--- src/rtl/serial_sub_pkg.sv ---
// serial_sub_pkg: shared state encodings and default width for the serial subtractor
// Ports: none (package)
package serial_sub_pkg;
    localparam int DEFAULT_WIDTH = 8;
    typedef enum logic [1:0] {
        IDLE  = 2'd0,
        SHIFT = 2'd1,
        DONE  = 2'd2
    } state_t;
endpackage

--- src/rtl/serial_sub_half_sub.sv ---
// half_sub: one-bit half subtractor
// Ports: x minuend bit, y subtrahend bit, d difference x^y, bo borrow-out ~x&y
module half_sub (
    input  logic x,
    input  logic y,
    output logic d,
    output logic bo
);
    assign d  = x ^ y;
    assign bo = ~x & y;
endmodule

--- src/rtl/serial_sub.sv ---
// serial_sub: bit-serial subtractor computing a - b mod 2^WIDTH over WIDTH cycles
// Ports: clk, rst (async, active-high), start/a/b request and operands,
//        busy (SHIFT state), done (one-cycle result pulse), diff/borrow result
module serial_sub
    import serial_sub_pkg::*;
#(
    parameter int WIDTH = DEFAULT_WIDTH
) (
    input  logic             clk,
    input  logic             rst,
    input  logic             start,
    input  logic [WIDTH-1:0] a,
    input  logic [WIDTH-1:0] b,
    output logic             busy,
    output logic             done,
    output logic [WIDTH-1:0] diff,
    output logic             borrow
);
    localparam int CW = $clog2(WIDTH + 1);
    state_t           r_state, w_next;
    logic [WIDTH-1:0] r_a, r_b, r_diff;
    logic             r_borrow;
    logic [CW-1:0]    r_cnt;
    logic             w_d1, w_bo1, w_d, w_bo2, w_last, w_accept;
    // full subtractor: (a0 - b0) then minus the stored borrow
    half_sub u_hs0 (.x(r_a[0]), .y(r_b[0]),   .d(w_d1), .bo(w_bo1));
    half_sub u_hs1 (.x(w_d1),   .y(r_borrow), .d(w_d),  .bo(w_bo2));
    assign w_last   = r_cnt == CW'(WIDTH - 1);
    assign w_accept = r_state == IDLE && start;
    always_ff @(posedge clk or posedge rst) begin
        if (rst) r_state <= IDLE;
        else     r_state <= w_next;
    end
    always_comb begin
        w_next = r_state;
        busy   = 1'b0;
        done   = 1'b0;
        case (r_state)
            IDLE:    w_next = start ? SHIFT : IDLE;
            SHIFT: begin
                busy   = 1'b1;
                w_next = w_last ? DONE : SHIFT;
            end
            DONE: begin
                done   = 1'b1;
                w_next = IDLE;
            end
            default: w_next = IDLE;
        endcase
    end
    always_ff @(posedge clk or posedge rst) begin
        if (rst) begin
            r_a      <= '0;
            r_b      <= '0;
            r_diff   <= '0;
            r_borrow <= 1'b0;
            r_cnt    <= '0;
        end else if (w_accept) begin
            r_a      <= a;
            r_b      <= b;
            r_borrow <= 1'b0;
            r_cnt    <= '0;
        end else if (r_state == SHIFT) begin
            r_a      <= r_a >> 1;
            r_b      <= r_b >> 1;
            // LSB-first result bits enter at the top so the word is aligned after WIDTH shifts
            r_diff   <= WIDTH'({w_d, r_diff} >> 1);
            r_borrow <= w_bo1 | w_bo2;
            r_cnt    <= r_cnt + CW'(1);
        end
    end
    assign diff   = r_diff;
    assign borrow = r_borrow;
endmodule

--- config.mk ---
export PLATFORM = sky130hd
export DESIGN_NAME = serial_sub
export DESIGN_NICKNAME = d
export VERILOG_FILES = /design/src/rtl/serial_sub_pkg.sv /design/src/rtl/serial_sub_half_sub.sv /design/src/rtl/serial_sub.sv
export SDC_FILE = /design/constraint.sdc
export NUM_CORES = 1
export LEC_CHECK = 0
export BUFFER_PORTS_ARGS = -buffer_cell sky130_fd_sc_hd__buf_4
export CORE_MARGIN = 2
export CORE_UTILIZATION = 47
export DETAILED_ROUTE_END_ITERATION = 6
export PLACE_DENSITY = 0.74
export SLEW_MARGIN = 20
export SYNTH_ARGS = -nofsm -noshare
export SYNTH_HDL_FRONTEND = slang
export SYNTH_SLANG_ARGS = --single-unit
--- constraint.sdc ---
create_clock -name clk -period 1.23 [get_ports clk]
set_clock_uncertainty 0.15 [all_clocks]
set_input_delay 0.246 -clock clk [delete_from_list [all_inputs] [get_ports clk]]
set_output_delay 0.246 -clock clk [all_outputs]
set_load 0.01 [all_outputs]
After elaboration in Yosys (flattened, before gate mapping) --
Cells that the tools add are included. Widths: inputs -> output; s select.
Cells by class: $add $sub $neg 1, equality and inequality tests 3, multiplexer cells 13, bitwise operators 8, reduce and logical (&&, ||, !) cells 4
Operators with widths (count):
- $mux 8 | 4
- $mux 4 | 2
- $mux 1 | 5
- $add 4x1->4 const B | 1
- $eq 4x3->1 const B | 1
- $pmux 2 s2 | 1
- $not 1->1 | 3
- $and 1x1->1 | 2
- $eq 2x1->1 const B | 1
- $eq 2x2->1 const B | 1
- $logic_not 2->1 | 1
- $mux 2 | 1
- $reduce_and 2->1 | 1
- $reduce_bool 2->1 | 1
- $xor 1x1->1 | 2
- $logic_and 1x1->1 | 1
- $or 1x1->1 | 1
Word-level totals: register bits 31, logic and storage cells 35

Depth between registers and ports, before layout --
depth after elaboration 6, gate-level depth with buffers 5, mapped depth without buffers 4

Hierarchy --
A second synthesis with hierarchy kept.
Second synthesis, totals: cells, all modules 150, area total of the unflattened synthesis 1437.6 µm²
By module, submodules not included:
- serial_sub | instances 1, cells each 144, area each 1397.6 µm², sequential area each 775.7 µm²
- half_sub | instances 2, cells each 3, area each 20.0 µm², sequential area each 0.0 µm²

Worst setup path after synthesis --
OpenSTA, ideal clock, no wires.
path kind flip-flop to flip-flop, start point reg r_state[1], end point reg r_borrow, in the netlist borrow, setup time 121 ps, arrival 1065 ps, required time 959 ps, slack -106 ps, stages on the path, launching flop included 5, path buffers 2, clock period less this slack 1336 ps, cell sequence dfrtp_1 buf_2 o21bai_2 buf_2 a22o_1
On the way: cells in the longest elaborated chain, start to end 3, elaborated cells on any way between the ends 5
RTL lines:
- start: declaration | line serial_sub.sv:20 | state_t r_state, w_next;
- start signal: assignment | line serial_sub.sv:32 | else r_state <= w_next;
- $logic_not 2->1 | line serial_sub.sv:29 | assign w_accept = r_state == IDLE && start;
- $logic_and 1x1->1 | line serial_sub.sv:29
- $mux 1 or $reduce_bool 2->1 (tied branches)
- end signal: assignment | line serial_sub.sv:68 | r_borrow <= w_bo1 | w_bo2;
- end: declaration | line serial_sub.sv:22 | logic r_borrow;
Several ways; a longest one is shown, not always the timed one. A chain may end at the register's enable or synchronous reset.

Worst setup path after layout --
start point reg r_state[1], end point out done
On the way: cells in the longest elaborated chain, start to end 2
RTL lines:
- $eq 2x2->1 | line serial_sub.sv:38 | case (r_state)
- $mux 1 | line serial_sub.sv:38
- end: declaration | line serial_sub.sv:15 | output logic done,
No other way between the ends.

==> metrics.md <==
| Metric | Value |
|---|---|
| H-Tree Depth | 2 |
| Antenna violations before repair | 0 |
| DP HPWL | 2090 um |
| Vias | 1212 |
| Chip width | 57.0 um |
| Ports | 30 |
| Status | complete, but fails checks |
| Gpl congestion | 0.784 |
| PortBufs | 29 |
| Period utilization | 121% |
| CP arrival | 1090 ps |
| Clock power share | 12.2% |
| Syn avg cell area | roughly 10 um^2 |
| CTS max path bufs | 2 |
| Syn Nets | approximately 150 |
| Final setup viols | 39 |
| Largest area contributor in the netlist | dfrtp_1 |
| Relative slew slack | between 80% and 90% |
| Final WS setup | -255 ps |
| Switching Power | 0.00202 W |
| P_int | 0.00351 W |
| Routed WL | 3300 um |
| Total clock sinks | 31 |
| Slew Limit Fails | 0 |
| Hold Crit Class | in -> reg |
| Routed length per placed instance | between 10 and 15 um |
| Warnings, synthesis | 0 |
| Fin. Hold Viols | 0 |
| Core Area | 2710 um^2 |
| Max VDD drop | 1.98 mV |
| Pin count of the biggest net entering global routing | 32 |
| Root Buffer Master | clkbuf_4 |
| Most frequent cells in the layout | 40 x buf_4, 31 x dfrtp_1, 27 x nand2_1 |
| Cells after Synth | ~130 |
| DP Worst Slack | -81.3 ps |
| N_diodes | 0 |
| Vias in the first global route | 1179 |
| CTS tree | done |
| Post-layout nets | 220 |
| Routed Antenna Nets | 0 |
| Layout cells sized above 1 | 54.0% |
| Site row count | 19 |
| Leak | 1.04 nW |
| Vias per cell | about 5.2 |
| Global route total overflow | 0 |
| Req. time, crit path | 830 ps |
| CP delay by family, top | flip-flops |
| Switching Share | 36.6% |
| Synthesized area | 1320 um^2 |
| Max-capacitance violation count | 0 |
| Final Core Density | between 70% and 80% |
| Seq cells post-synth | 31 |
| Slowest stage delay, CP | 410 ps |
| Initial Util | around 49% |
| DRT iter0 DRCs | 17 |
| GR Util All Layers | 21.8% |
| Finished Layout Cells | approximately 230 |
| Slowest CP cell | dfrtp_1 |
| DP Area | 1700 um^2 |
| Dpl cells | 200 |
| Drt drc | 0 |
| Part of the power in registers | 32.2% |
| DRT Pass-1 Iters | 4 |
| Clk Latency, worst-skew pair | 330 ps |
| Height of the die | 57.0 um |
| Commonest non-fill, non-tap cell in the layout | buf_4 |
| Pwr dens | 2560 nW/um^2 |
| RSZ-0062 raised after global routing | true |
| Combinational group share of total power | 55.6% |
| CP most frequent cell | buf_6 |
| Top cell type's share of synthesized area | 58.7% |
| Final worst path period need | around 1500 ps |
| Ranking of synthesized cells by area | dfrtp_1 59%, nand2_1 11%, a22oi_1 8.5% |
| First-pass GRT wire length | 5380 um |
| CP Class | reg -> out |
| Crit. End Element | output port |
| Post-route design area | 2160 um^2 |
| Reg clk slew, reported paths | 90 ps |
| Synth cell types | 23 |
| Synth-to-layout area growth | 63.3% |
| Max FO, Critical Path | 3 |
| Worst Tran Pin Value | 283 ps |
| Buffers and inverters on the worst path | 2 |
| Die area | 3250 um^2 |
| Max Clock Freq | slightly below 700 MHz |
| Post-synthesis sequential area ratio | 58.7% |
| Failing checks | setup timing |
| CP Cell Sequence | buf_6, nor2b_4, buf_6 |
| CTS Buf Count | 5 |
| Setup crit start kind | flip-flop |
-- power by group through the flow --
stage / logic (W) / registers (W) / clock network [W]
6_report: 0.00308 / 0.00178 / 0.000676
2_1_floorplan: 0.00120 / 0.00176 / 0
3_3_place_gp: 0.00194 / 0.00173 / 0
4_1_cts: 0.00274 / 0.00175 / 0.000688
5_1_grt: 0.00338 / 0.00184 / 0.000718
3_5_place_dp: 0.00202 / 0.00176 / 0
-- cells by family after synthesis --
group                    after synthesis  synth area share (%)
adder cells (fa/ha/maj)                2                  2.46
AO/OA/AOI/OAI                         39                  19.7
buffers and inverters                 11                  3.78
multiplexers                           1                 0.851
flip-flops                            31                  58.7
AND/OR/NAND/NOR                       47                  14.6
-- cell type report --
cell class,instances,area [um^2]
Clock buffer,8,68.8
Fill cell,174,551
Inverter,3,13.8
Multi-Input combinational cell,89,627
Sequential cell,31,776
Tap cell,31,38.8
Timing Repair Buffer,69,636
-- state kept, by name, indices dropped and copies added (netlist names) --
name and count:
r_a 8, r_cnt 4, r_b 8, borrow 1, diff 8, r_state 2
-- synth_stat cells --
master / n
nor2_1: 2
a22oi_1: 15
and2b_1: 1
nand3_1: 1
nor2b_1: 2
inv_1: 2
o21ai_1: 5
ha_1: 1
clkbuf_1: 1
mux2_2: 1
buf_2: 7
nor3_1: 1
and2_1: 1
dfrtp_1: 31
nand2_1: 38
a21oi_1: 1
a22o_1: 5
o21bai_2: 1
o31ai_1: 1
nand2b_1: 1
inv_2: 1
fa_1: 1
o21ai_0: 11
-- metal layers --
| metal | global-route usage (%) | up-vias | wire length (um) |
|---|---|---|---|
| met5 | 0 | - | 0 |
| met3 | 4.76 | 5 | 136 |
| li1 | - | 587 | - |
| met2 | 34.5 | 31 | 1760 |
| met1 | 29.3 | 589 | 1360 |
| met4 | 8.97 | 0 | 47 |
-- worst min-delay path: stages --
cell	delay, ps
buf_4	80
a22oi_2	50
o21ai_2	110
-- what timing repair did --
action,CTS,global route
gates cloned,1,1
pin swaps,15,4
endpoints found under the setup margin,39,35
hold buffers,3,0
setup buffers,15,3
resized for setup,46,24
endpoints found under the hold margin,33,0
-- path summary, 6_finish.rpt --
kind | from | endpoint | slack, ps | depth (start not counted)
max in group asynchronous | rst | r_a[3]$_DFFE_PP0P_ | 410 | 4
max | r_state[1]$_DFF_PP0_ | done | -260 | 3
min | b[1] | r_b[1]$_DFFE_PP0P_ | 30 | 3
max reg2reg | r_state[0]$_DFF_PP0_ | r_a[2]$_DFFE_PP0P_ | -190 | 6
min in group asynchronous | rst | r_b[2]$_DFFE_PP0P_ | 360 | 4
min reg2reg | r_a[4]$_DFFE_PP0P_ | r_a[4]$_DFFE_PP0P_ | 370 | 2
-- per-stage QoR --
stage | TNS [ps] | total power [W] | hold WS (ps)
after floorplan | -107 | 0.00296 | 200
after global placement | -499 | 0.00368 | 151
after detailed placement | -846 | 0.00379 | 157
after CTS | -4170 | 0.00518 | 30.4
after global routing | -6530 | 0.00593 | 35.2
final | -4640 | 0.00554 | 30.5
(Power assumes the default switching activity.)
